--- src/rtl/uart_pkg.sv ---
// Shared types and constants for the UART receive path.
package uart_pkg;

    // Widest word the receiver can assemble.
    localparam int DATA_MAX = 8;

    // Receive FSM states.
    typedef enum logic [2:0] {
        IDLE   = 3'd0,
        START  = 3'd1,
        DATA   = 3'd2,
        PARITY = 3'd3,
        STOP   = 3'd4
    } rx_state_t;

    // Word length select encoding (number of data bits = code + 5).
    typedef enum logic [1:0] {
        WLS_5 = 2'b00,
        WLS_6 = 2'b01,
        WLS_7 = 2'b10,
        WLS_8 = 2'b11
    } wls_t;

    // Index of the final data bit of a word for a given word length code.
    function automatic logic [2:0] last_bit_index(input logic [1:0] w);
        return {1'b0, w} + 3'd4;
    endfunction

endpackage

--- src/rtl/dff.sv ---
// Generic resettable register bank, used as a multi-stage flop chain.
module dff #(
    parameter int                    FLOP_WIDTH  = 1,
    parameter logic [FLOP_WIDTH-1:0] RESET_VALUE = '0
) (
    input  logic                  clk,
    input  logic                  rst_n,
    input  logic [FLOP_WIDTH-1:0] d,
    output logic [FLOP_WIDTH-1:0] q
);

    // Plain register with asynchronous active-low reset to RESET_VALUE.
    always_ff @(posedge clk or negedge rst_n) begin
        if (!rst_n) begin
            q <= RESET_VALUE;
        end else begin
            q <= d;
        end
    end

endmodule

--- src/rtl/uart_rx_core.sv ---
// UART receive core: synchronises the serial line, majority-votes each bit
// from three mid-bit samples and assembles 5..8 bit words with optional
// parity, reporting parity, framing and break conditions per word.
module uart_rx_core
    import uart_pkg::*;
(
    input  logic       pclk,
    input  logic       presetn,
    input  logic       rxd,
    input  logic       voting_edge,
    input  logic       sample_edge,
    input  logic [1:0] wls,
    input  logic       pen,
    input  logic       eps,
    input  logic       sp,
    output logic       sample_clk_clr,
    output logic [7:0] rx_data,
    output logic       rx_valid,
    output logic       parity_err,
    output logic       framing_err,
    output logic       break_int,
    output logic       rx_busy
);

    rx_state_t             state_reg;
    rx_state_t             state_next;
    logic [1:0]            sync_q;
    logic                  rxd_s;
    logic                  rxd_d_reg;
    logic [2:0]            vote_reg;
    logic                  bit_val;
    logic                  fall_edge;
    logic                  start_frame;
    logic                  data_sample;
    logic                  last_bit;
    logic                  sample_stop;
    logic [2:0]            bit_cnt_reg;
    logic [DATA_MAX-1:0]   shift_reg;
    logic [DATA_MAX-1:0]   bit_load;
    wls_t                  wls_reg;
    logic                  pen_reg;
    logic                  eps_reg;
    logic                  sp_reg;
    logic                  par_bit_reg;
    logic                  par_err_reg;
    logic                  exp_parity;

    // Two-stage synchroniser; the line idles high so both stages reset to 1.
    dff #(
        .FLOP_WIDTH  (2),
        .RESET_VALUE (2'b11)
    ) u_sync (
        .clk   (pclk),
        .rst_n (presetn),
        .d     ({sync_q[0], rxd}),
        .q     (sync_q)
    );

    assign rxd_s = sync_q[1];

    // One-cycle delayed copy of the synchronised line for edge detection.
    always_ff @(posedge pclk or negedge presetn) begin
        if (!presetn) begin
            rxd_d_reg <= 1'b1;
        end else begin
            rxd_d_reg <= rxd_s;
        end
    end

    assign fall_edge   = rxd_d_reg & ~rxd_s;
    assign start_frame = (state_reg == IDLE) && fall_edge;
    assign bit_val     = (vote_reg[0] & vote_reg[1]) |
                         (vote_reg[0] & vote_reg[2]) |
                         (vote_reg[1] & vote_reg[2]);
    assign data_sample = (state_reg == DATA) && sample_edge;
    assign last_bit    = (bit_cnt_reg == last_bit_index(wls_reg));
    assign sample_stop = (state_reg == STOP) && sample_edge;
    assign exp_parity  = sp_reg ? ~eps_reg : (eps_reg ? ^shift_reg : ~^shift_reg);

    assign sample_clk_clr = (state_reg == IDLE);
    assign rx_busy        = (state_reg != IDLE);

    // FSM state register.
    always_ff @(posedge pclk or negedge presetn) begin
        if (!presetn) begin
            state_reg <= IDLE;
        end else begin
            state_reg <= state_next;
        end
    end

    // FSM next-state logic; every bit decision happens on sample_edge.
    always_comb begin
        state_next = state_reg;
        case (state_reg)
            IDLE:    if (fall_edge)   state_next = START;
            START:   if (sample_edge) state_next = bit_val ? IDLE : DATA;
            DATA:    if (sample_edge && last_bit) state_next = pen_reg ? PARITY : STOP;
            PARITY:  if (sample_edge) state_next = STOP;
            STOP:    if (sample_edge) state_next = IDLE;
            default: state_next = IDLE;
        endcase
    end

    // Vote shift register; sample_edge wins over a coincident voting_edge.
    always_ff @(posedge pclk or negedge presetn) begin
        if (!presetn) begin
            vote_reg <= 3'b000;
        end else if (state_reg == IDLE || sample_edge) begin
            vote_reg <= 3'b000;
        end else if (voting_edge) begin
            vote_reg <= {vote_reg[1:0], rxd_s};
        end
    end

    // Frame configuration is frozen at the start edge; bit counter follows DATA.
    always_ff @(posedge pclk or negedge presetn) begin
        if (!presetn) begin
            wls_reg     <= WLS_5;
            pen_reg     <= 1'b0;
            eps_reg     <= 1'b0;
            sp_reg      <= 1'b0;
            bit_cnt_reg <= 3'd0;
        end else if (start_frame) begin
            wls_reg     <= wls_t'(wls);
            pen_reg     <= pen;
            eps_reg     <= eps;
            sp_reg      <= sp;
            bit_cnt_reg <= 3'd0;
        end else if (state_reg == START && sample_edge) begin
            bit_cnt_reg <= 3'd0;
        end else if (data_sample) begin
            bit_cnt_reg <= bit_cnt_reg + 3'd1;
        end
    end

    // Per-bit load enables: data arrives LSB first into position bit_cnt.
    for (genvar gi = 0; gi < DATA_MAX; gi++) begin : g_bit_load
        assign bit_load[gi] = data_sample && (bit_cnt_reg == 3'(gi));
    end

    // Word assembly; cleared at frame start so unused upper bits read 0.
    always_ff @(posedge pclk or negedge presetn) begin
        if (!presetn) begin
            shift_reg <= '0;
        end else if (start_frame) begin
            shift_reg <= '0;
        end else begin
            shift_reg <= (shift_reg & ~bit_load) | ({DATA_MAX{bit_val}} & bit_load);
        end
    end

    // Parity bit capture and comparison against the latched parity mode.
    always_ff @(posedge pclk or negedge presetn) begin
        if (!presetn) begin
            par_bit_reg <= 1'b0;
            par_err_reg <= 1'b0;
        end else if (start_frame) begin
            par_bit_reg <= 1'b0;
            par_err_reg <= 1'b0;
        end else if (state_reg == PARITY && sample_edge) begin
            par_bit_reg <= bit_val;
            par_err_reg <= (bit_val != exp_parity);
        end
    end

    // Result registers: loaded on the stop-bit sample, held until the next word.
    always_ff @(posedge pclk or negedge presetn) begin
        if (!presetn) begin
            rx_valid    <= 1'b0;
            rx_data     <= 8'h00;
            parity_err  <= 1'b0;
            framing_err <= 1'b0;
            break_int   <= 1'b0;
        end else begin
            rx_valid <= sample_stop;
            if (sample_stop) begin
                rx_data     <= shift_reg;
                parity_err  <= pen_reg & par_err_reg;
                framing_err <= ~bit_val;
                break_int   <= ~bit_val & ~(|shift_reg) & (~pen_reg | ~par_bit_reg);
            end
        end
    end

endmodule

--- config.mk ---
export PLATFORM = sky130hd
export DESIGN_NAME = uart_rx_core
export DESIGN_NICKNAME = d
export VERILOG_FILES = /design/src/rtl/uart_pkg.sv /design/src/rtl/dff.sv /design/src/rtl/uart_rx_core.sv
export SDC_FILE = /design/constraint.sdc
export NUM_CORES = 1
export LEC_CHECK = 0
export ABC_CLOCK_PERIOD_IN_PS = 3440
export BUFFER_PORTS_ARGS = -buffer_cell sky130_fd_sc_hd__buf_2
export CORE_MARGIN = 2
export CORE_UTILIZATION = 30
export DETAILED_ROUTE_END_ITERATION = 8
export SLEW_MARGIN = 20
export SYNTH_ARGS = -nofsm -noshare
export SYNTH_HDL_FRONTEND = slang
export SYNTH_SLANG_ARGS = --single-unit
export TNS_END_PERCENT = 30
--- constraint.sdc ---
create_clock -name pclk -period 3.44 [get_ports pclk]
set_input_delay 0.688 -clock pclk [delete_from_list [all_inputs] [get_ports pclk]]
set_output_delay 0.688 -clock pclk [all_outputs]
set_load 0.01 [all_outputs]
==> results of run 1 <==
-- report_power, final --
group / total (mW) / switching [mW] / internal [mW]
clock: 0.297 / 0.155 / 0.142
combinational: 0.460 / 0.240 / 0.219
sequential: 0.637 / 0.0816 / 0.555
total: 1.39 / 0.477 / 0.916
-- worst paths after layout --
| kind | slack (ns) | end | depth (start not counted) | start |
|---|---|---|---|---|
| min reg2reg | 0.36 | u_sync.q[1] | 0 | u_sync.q[0] |
| max | 1.20 | sample_clk_clr | 3 | state_reg[1] |
| min in group asynchronous | 0.49 | vote_reg[0] | 1 | presetn |
| max in group asynchronous | 2.40 | par_bit_reg | 1 | presetn |
| max reg2reg | 1.67 | eps_reg | 3 | state_reg[1] |
| min | 0.36 | u_sync.q[1] | 0 | u_sync.q[0] |
-- through the flow --
stage          area (µm²)  hold WS (ns)
2_1_floorplan        1940         0.345
3_3_place_gp         2080         0.346
6_report             2170         0.356
3_5_place_dp         2080         0.347
5_1_grt              2170         0.360
4_1_cts              2170         0.359
-- cell usage after synthesis --
| cell | number | area (µm²) |
|---|---|---|
| and4bb_2 | 1 | 12.5 |
| nand2b_1 | 2 | 12.5 |
| ha_1 | 10 | 125 |
| xnor2_1 | 6 | 52.6 |
| buf_2 | 2 | 10.0 |
| o31a_2 | 1 | 10.0 |
| a21o_4 | 1 | 15.0 |
| or3_4 | 1 | 11.3 |
| o21ai_0 | 4 | 20.0 |
| a21oi_1 | 10 | 50.1 |
| nor2_4 | 2 | 22.5 |
| mux2_1 | 1 | 11.3 |
| nor3_1 | 4 | 20.0 |
| mux2i_1 | 7 | 70.1 |
| nor2b_1 | 1 | 6.26 |
| or2b_1 | 1 | 7.51 |
| nor3b_1 | 1 | 7.51 |
| o22ai_1 | 2 | 12.5 |
| mux2_2 | 13 | 146 |
| nand3_1 | 7 | 35.0 |
| dfstp_2 | 3 | 78.8 |
| buf_6 | 4 | 45.0 |
| buf_4 | 1 | 7.51 |
| nor2_1 | 11 | 41.3 |
| o32ai_2 | 1 | 16.3 |
| nand4_1 | 1 | 6.26 |
| o22a_2 | 1 | 10.0 |
| nand2_1 | 9 | 33.8 |
| maj3_1 | 1 | 10.0 |
| or3b_4 | 1 | 11.3 |
| a211oi_1 | 1 | 7.51 |
| and2_0 | 1 | 6.26 |
| xor2_1 | 2 | 17.5 |
| a31oi_1 | 3 | 18.8 |
| inv_1 | 15 | 56.3 |
| dfrtp_1 | 36 | 901 |
| nor3_2 | 1 | 10.0 |
-- kinds of logic (layout without fill, tap and decap cells) --
| family | Yosys count | count (layout) | synth area share |
|---|---|---|---|
| adder cells (fa/ha/maj) | 11 | 11 | 0.0698 |
| buffers and inverters | 22 | 46 | 0.0614 |
| AND/OR/NAND/NOR | 44 | 44 | 0.126 |
| multiplexers | 21 | 21 | 0.118 |
| flip-flops | 39 | 39 | 0.506 |
| AO/OA/AOI/OAI | 24 | 24 | 0.0827 |
| XOR/XNOR | 8 | 8 | 0.0362 |
-- area by class of cell --
| class | count | area (µm²) |
|---|---|---|
| Tap cell | 77 | 96.3 |
| Inverter | 15 | 56.3 |
| Clock buffer | 6 | 72.6 |
| Multi-Input combinational cell | 108 | 837 |
| Clock inverter | 2 | 12.5 |
| Sequential cell | 39 | 980 |
| Timing Repair Buffer | 23 | 115 |
| Fill cell | 646 | 4110 |
-- critical path, delay by kind of cell (launching register included) --
family / cells / cell delay [ns]
buf+inv: 2 / 0.35
simple gates: 1 / 0.45
flops: 1 / 0.46
-- routing by layer --
| layer | vias up | routed length, µm | GRT usage |
|---|---|---|---|
| met5 | - | 0 | 0 |
| met4 | 0 | 82 | 0.0616 |
| met3 | 5 | 152 | 0.0315 |
| met2 | 21 | 1610 | 0.168 |
| met1 | 580 | 1700 | 0.141 |
| li1 | 627 | - | - |
==> out/qor.yml, run 1 <==
status:
  status: "finished clean"
final_layout:
  diodes: 0
  drive_gt1_frac: 0.290
  utilization: 0.346
  final_common_cell: "dfrtp_1"
  fin_nets: 212
  fin_cells: 270
  mostFrequentLayoutCells: "36 x dfrtp_1, 23 x buf_2, 15 x inv_1"
  area_growth_pct: 12.1
clock_tree:
  htreeDepth: 2
  cts_hold_buf: 0
  cts_root_buffer: "clkbuf_8"
  post-cts-setup-buffers: 0
  cts_sinks: 39
  tritoncts: "yes"
  clk_pin_slew_ns: 0.07
  insertion_delay_ns: 0.29
  cts_inserted_buffers: 5
  clk_path_buf_depth: 2
  cts_resized: 0
placed_design:
  portBuffers: 23
  gp_congestion: 0.741
  dp_slack_ns: 1.45
  dp_cells: 262
  hpwl_um: 2560
worst_setup_path:
  cp-end-kind: "primary output"
  cp_slowest_cell: "dfrtp_1"
  cpPeakStageDelay_ns: 0.46
  crit_fanout: 8
  start_kind: "flop"
  worstPathCellList: "or3_4 > inv_1 > buf_2"
  required_ns: 2.75
  critPathKind: "flop to primary output"
  arrival_ns: 1.55
synthesis:
  ys_ff_latch: 39
  seq_area_frac_synth: 0.506
  syn_inst: 169
  yosys_warnings: 0
  synth_area_mm2: 0.00194
  avgSynthCellArea_um2: 11.5
  synth_cell_types: 37
  syn_nets: 189
grt:
  overflow: 0
  antenna_found_initial: 0
  grt_max_degree: 40
  track_usage: 0.110
  grt_pass1_wl_um: 6090
  grt_pass1_vias: 1250
sta:
  setup_viol: 0
  rsz0062_at_grt: "no"
  finalSetupTns_ns: 0
  finClkSkew_ns: 0.00646
  final.setup.worst_slack_ns: 1.20
  worstMarginPinSlew_ns: 0.845
  period_minus_slack_ns: 2.24
  maxSlewHeadroom: 0.437
  fmax_ghz: 0.446
  finalHoldViolCount: 0
  slew_viol_final: 0
  min_period_over_period: 0.652
detailed_routing:
  via_per_inst: 4.57
  drc: 0
  drt_wl_total_um: 3550
  drt.antenna.violating_nets: 0
  wl_per_cell_um: 13.2
  drt_iter0_markers: 47
  dr.pass1.iters: 4
  via_count: 1233
floorplanning:
  dieHeight_um: 84.3
  core_area_mm2: 0.00628
  die_x_um: 84.3
  fp-row-count: 29
  start_util: 0.308
  ioPinCount: 24
  dieArea_mm2: 0.00711
power_and_ir_drop:
  vdd_drop_max_v: 0.000183
  total_power_mw: 1.39
  p_leak_nw: 1.02
  cellPowerDensity_mw_per_mm2: 642
flow_run:
  cap_violations: 0
hold_path:
  hp-class: "flop to flop"
No activity file was read; power rests on OpenSTA's default activity.
==> inputs of run 2 (changes only) <==
--- a/config.mk
+++ b/config.mk
@@ -5,7 +5,7 @@
 export SDC_FILE = /design/constraint.sdc
 export NUM_CORES = 1
 export LEC_CHECK = 0
-export ABC_CLOCK_PERIOD_IN_PS = 3440
+export ABC_CLOCK_PERIOD_IN_PS = 2320
 export BUFFER_PORTS_ARGS = -buffer_cell sky130_fd_sc_hd__buf_2
 export CORE_MARGIN = 2
 export CORE_UTILIZATION = 30
==> constraint.sdc (replaced) <==
create_clock -name pclk -period 2.32 [get_ports pclk]
set_input_delay 0.464 -clock pclk [delete_from_list [all_inputs] [get_ports pclk]]
set_output_delay 0.464 -clock pclk [all_outputs]
set_load 0.01 [all_outputs]
==> run 2 against run 1 <==
Against the previous run:
- utilization grew 0.16 points
- global-route usage fell by 0.26 points
- largest cell class unchanged
- register-to-register slack lost 1.1 ns
==> out/qor.yml, run 2 (synthesized netlist as in run 1, its figures left out) <==
status:
  status: "finished clean"
worst_setup_path:
  start_kind: "flop"
  worstPathCellList: "or3_4 > inv_1 > buf_2"
  cp_top_family: "flip-flops"
  critPathKind: "flop to primary output"
  critPathCapture: "sample_clk_clr"
  regToRegStartpoint: "state_reg[1]"
  rrSetupSlack_ns: 0.54  # -1.13 ns
  rr_worst_depth: 3  # unchanged
  arrival_ns: 1.58  # +0.03 ns
  reg2reg_to: "pen_reg"
  crit_fanout: 8  # unchanged
  critical_path.startpoint: "state_reg[1]"
  crit_cells: 3  # unchanged
  required_ns: 1.86  # -0.89 ns
  cpPeakStageDelay_ns: 0.47  # about the same
  cp_slowest_cell: "dfrtp_1"
  cp-end-kind: "primary output"
  worst-path-buf-inv: 2  # unchanged
grt:
  use_met1: 0.140  # -0.000969
  antenna_found_initial: 0  # unchanged
  top_usage_layer: "met2"
  track_usage: 0.108  # -0.00257
  grt_util_met3: 0.0354  # +0.00393
  grt_pass1_wl_um: 6020  # -1.1%
  grt_max_degree: 40  # unchanged
  grt_use_met2: 0.164  # -0.00433
  grt_pass1_vias: 1262  # +0.96%
  overflow: 0  # unchanged
clock_tree:
  tritoncts: "yes"
  clk_pin_slew_ns: 0.08  # about the same
  cts_inserted_buffers: 5  # unchanged
  clk_path_buf_depth: 2  # unchanged
  cts_hold_buf: 0  # unchanged
  htreeDepth: 2  # unchanged
  cts_resized: 0  # unchanged
  post-cts-setup-buffers: 0  # unchanged
  insertion_delay_ns: 0.29  # about the same
  cts_sinks: 39  # unchanged
  cts_root_buffer: "clkbuf_8"
power_and_ir_drop:
  cellPowerDensity_mw_per_mm2: 968  # +51%
  vdd_drop_max_v: 0.000289  # +57%
  p_leak_nw: 1.02  # +0.71%
floorplanning:
  start_util: 0.308  # unchanged
  fp-row-count: 29  # unchanged
  dieHeight_um: 84.3  # unchanged
  die_x_um: 84.3  # unchanged
  core_area_mm2: 0.00628  # unchanged
  ioPinCount: 24  # unchanged
  dieArea_mm2: 0.00711  # unchanged
detailed_routing:
  wl_per_cell_um: 12.9  # -1.7%
  drt_iter0_markers: 95  # +100%
  via_count: 1280  # +3.8%
  via_per_inst: 4.74  # +3.8%
  dr.pass1.iters: 4  # unchanged
  drt_wl_total_um: 3490  # -1.7%
  drc: 0  # unchanged
  drt.antenna.violating_nets: 0  # unchanged
sta:
  finalHoldViolCount: 0  # unchanged
  rsz0062_at_grt: "no"
  slew_viol_final: 0  # unchanged
  final.setup.worst_slack_ns: 0.276  # -0.921 ns
  period_minus_slack_ns: 2.04
  maxSlewHeadroom: 0.433  # -0.00338
  finClkSkew_ns: 0.00815  # +0.00169 ns
  min_period_over_period: 0.881
  finalSetupTns_ns: 0  # unchanged
  worstMarginPinSlew_ns: 0.850  # +0.00507 ns
  setup_viol: 0  # unchanged
  fmax_ghz: 0.489
final_layout:
  diodes: 0  # unchanged
  area_growth_pct: 12.6
  drive_gt1_frac: 0.290  # unchanged
  fillers: 626  # -3.1%
  fin_nets: 212  # unchanged
  final_common_cell: "dfrtp_1"
  mostFrequentLayoutCells: "36 x dfrtp_1, 23 x buf_2, 15 x inv_1"
placed_design:
  dp_slack_ns: 0.538  # -0.910 ns
  hpwl_um: 2470  # -3.6%
  portBuffers: 23  # unchanged
  gp_congestion: 0.841  # +14%
hold_path:
  hp-class: "input pin to flop"
  hold_depth: 1  # +1
flow_run:
  cap_violations: 0  # unchanged
-- run 2: cell types whose count changed in the layout (fill, tap and decap cells not counted), sizes merged --
cell / before / now
clkinvlp: 1 / 0
clkbuf: 6 / 7
-- run 2: final cells by class --
class / instances / area [µm²] / area share
Sequential cell: 39 / 980 / 0.449
Multi-Input combinational cell: 108 / 837 / 0.384
Timing Repair Buffer: 23 / 115 / 0.0528
Tap cell: 77 / 96.3 / 0.0442
Clock buffer: 7 / 86.3 / 0.0396
Inverter: 15 / 56.3 / 0.0258
Clock inverter: 1 / 8.76 / 0.00402
-- run 2: worst min-delay path by stage --
stage,start,endpoint,slack (ns)
after floorplan,presetn,bit_cnt_reg[0],0.17
after detailed placement,u_sync.q[0],u_sync.q[1],0.35
after global placement,u_sync.q[0],u_sync.q[1],0.35
after global routing,rxd,u_sync.q[0],0.25
final,rxd,u_sync.q[0],0.26
after CTS,rxd,u_sync.q[0],0.25
-- run 2: through the flow --
| step | cell area [µm²] | instances | util | hold WS (ns) | power, mW |
|---|---|---|---|---|---|
| after floorplan | 1940 | 169 | - | 0.168 | 1.48 |
| after global placement | 2080 | 262 | 0.332 | 0.346 | 1.64 |
| after detailed placement | 2080 | 262 | 0.332 | 0.347 | 1.65 |
| after CTS | 2180 | 270 | 0.347 | 0.252 | 2.14 |
| after global routing | 2180 | 270 | 0.347 | 0.246 | 2.24 |
| final | 2180 | 270 | 0.347 | 0.262 | 2.11 |
-- run 2: metal layers --
metal | part of all wire | vias up
met3 | 0.059 | 7
met2 | 0.46 | 34
met5 | 0 | -
met4 | 0.021 | 0
li1 | - | 619
met1 | 0.46 | 620
-- run 2: where the power goes --
group	switching (mW)	internal (mW)
combinational	0.355	0.325
clock	0.239	0.243
sequential	0.124	0.823
total	0.718	1.39
==> inputs of run 3 (changes only) <==
--- a/config.mk
+++ b/config.mk
@@ -7,6 +7,7 @@
 export LEC_CHECK = 0
 export ABC_CLOCK_PERIOD_IN_PS = 2320
 export BUFFER_PORTS_ARGS = -buffer_cell sky130_fd_sc_hd__buf_2
+export CORE_ASPECT_RATIO = 0.5
 export CORE_MARGIN = 2
 export CORE_UTILIZATION = 30
 export DETAILED_ROUTE_END_ITERATION = 8
==> run 3 against run 2 <==
Against the previous run:
- combinational power is 1% higher
- critical path depth did not move
- utilization increased by 2.5 points
- routed wire length rose by 0.83%
- count of clock-buffer cells in the layout decreased by 2
- hold slack better by 0.015 ns
- first-iteration DRC count shrank 34%
- non-clock buffer count is the same
- setup slack better by 0.027 ns
- highest routed layer unchanged
==> out/qor.yml, run 3 (synthesized netlist as in run 1, its figures left out) <==
clock_tree:
  cts_inserted_buffers: 5  # unchanged
  cts_hold_buf: 0  # unchanged
  clk_path_buf_depth: 2  # unchanged
  htreeDepth: 2  # unchanged
  cts_resized: 0  # unchanged
  clk_pin_slew_ns: 0.06  # -0.02 ns
  post-cts-setup-buffers: 0  # unchanged
  tritoncts: "yes"
  cts_root_buffer: "clkbuf_16"
  cts_sinks: 39  # unchanged
  insertion_delay_ns: 0.29  # about the same
worst_setup_path:
  required_ns: 1.86  # about the same
  rr_worst_depth: 3  # unchanged
  critPathKind: "flop to primary output"
  cp-end-kind: "primary output"
  start_kind: "flop"
  arrival_ns: 1.55  # -0.03 ns
  crit_fanout: 9  # +1
floorplanning:
  start_util: 0.314  # +0.00608
  dieHeight_um: 60.8  # -28%
  core_area_mm2: 0.00616  # -1.9%
  die_x_um: 118  # +39%
  dieArea_mm2: 0.00715  # +0.55%
  fp-row-count: 20  # -31%
  ioPinCount: 24  # unchanged
detailed_routing:
  drc: 0  # unchanged
  drt.antenna.violating_nets: 0  # unchanged
  drt_iter0_markers: 63  # -34%
  drt_wl_total_um: 3520  # +0.83%
  via_count: 1255  # -2.0%
  dr.pass1.iters: 4  # unchanged
  wl_per_cell_um: 12.5  # -3.1%
  via_per_inst: 4.47  # -5.8%
sta:
  min_period_over_period: 0.869  # -0.0115
  fmax_ghz: 0.496  # +1.3%
  slew_viol_final: 0  # unchanged
  maxSlewHeadroom: 0.433  # about the same
  setup_viol: 0  # unchanged
  finClkSkew_ns: 0.00546  # -0.00268 ns
  rsz0062_at_grt: "no"
  worstMarginPinSlew_ns: 0.851  # +0.000352 ns
  period_minus_slack_ns: 2.02  # -0.0267 ns
  finalHoldViolCount: 0  # unchanged
  finalSetupTns_ns: 0  # unchanged
grt:
  track_usage: 0.117  # +0.00908
  grt_pass1_vias: 1359  # +7.7%
  antenna_found_initial: 0  # unchanged
  grt_max_degree: 40  # unchanged
  grt_pass1_wl_um: 6490  # +7.8%
  overflow: 0  # unchanged
flow_run:
  cap_violations: 0  # unchanged
hold_path:
  hp-class: "input pin to async pin"
status:
  status: "finished clean"
final_layout:
  diodes: 0  # unchanged
  utilization: 0.372  # +0.0249
  mostFrequentLayoutCells: "36 x dfrtp_1, 23 x buf_2, 15 x inv_1"
  fin_nets: 212  # unchanged
  final_common_cell: "dfrtp_1"
  drive_gt1_frac: 0.295  # +0.00518
  area_growth_pct: 18.4
  fin_cells: 281  # +4.1%
power_and_ir_drop:
  vdd_drop_max_v: 0.000301  # +4.4%
  p_leak_nw: 1.07  # +4.1%
  cellPowerDensity_mw_per_mm2: 1100  # +14%
placed_design:
  hpwl_um: 2510  # +1.7%
  portBuffers: 23  # unchanged
  dp_cells: 273  # +4.2%
  gp_congestion: 0.949  # +13%
run 3: cell types whose count changed in the layout (fill, tap and decap cells not counted), sizes merged:
cell,change
clkbuf,-2
clkinvlp,+1
bufinv,+2
clkinv,-1
run 3: area by class of cell:
type,instances,area [µm²]
repair buffers,23,115
flip-flops and latches,39,980
inverters,15,56.3
multi-input cells,108,837
well taps,88,110
fillers,618,3860
clock inverters,3,67.6
clock buffers,5,125
run 3: worst paths after layout:
kind                                   start             end  slack [ns]
worst min-delay path                 presetn      wls_reg[0]        0.28
worst min register to register   u_sync.q[0]     u_sync.q[1]        0.36
worst max-delay path            state_reg[0]  sample_clk_clr        0.30
max in group asynchronous            presetn    shift_reg[7]        1.50
min in group pclk                        rxd     u_sync.q[0]        0.28
worst max register to register  state_reg[0]         eps_reg        0.57
run 3: critical path: stages, from the launching register on:
cell and delay (ns):
dfrtp_1 0.47, or3_4 0.44, inv_1 0.18, buf_2 0.17
run 3: per-layer routing:
metal | up-vias | global-route usage | wire (µm)
li1 | 621 | - | -
met1 | 607 | 0.149 | 1770
met2 | 20 | 0.190 | 1580
met3 | 7 | 0.0273 | 111
met4 | 0 | 0.0671 | 61
met5 | - | 0 | 0
run 3: where the power goes:
part           internal, mW  leakage [nW]  switching, mW
Sequential            0.825         0.510          0.123
Combinational         0.325         0.466          0.365
Clock                 0.616        0.0900          0.276
run 3: stage by stage:
| stage | cell area [µm²] | hold WS [ns] | setup WS, ns | power, mW |
|---|---|---|---|---|
| CTS | 2290 | 0.271 | 0.295 | 2.56 |
| global placement | 2100 | 0.347 | 0.537 | 1.63 |
| floorplan | 1940 | 0.168 | 0.690 | 1.48 |
| finish | 2290 | 0.277 | 0.303 | 2.53 |
| global route | 2290 | 0.274 | 0.225 | 2.68 |
| detailed placement | 2100 | 0.348 | 0.497 | 1.65 |
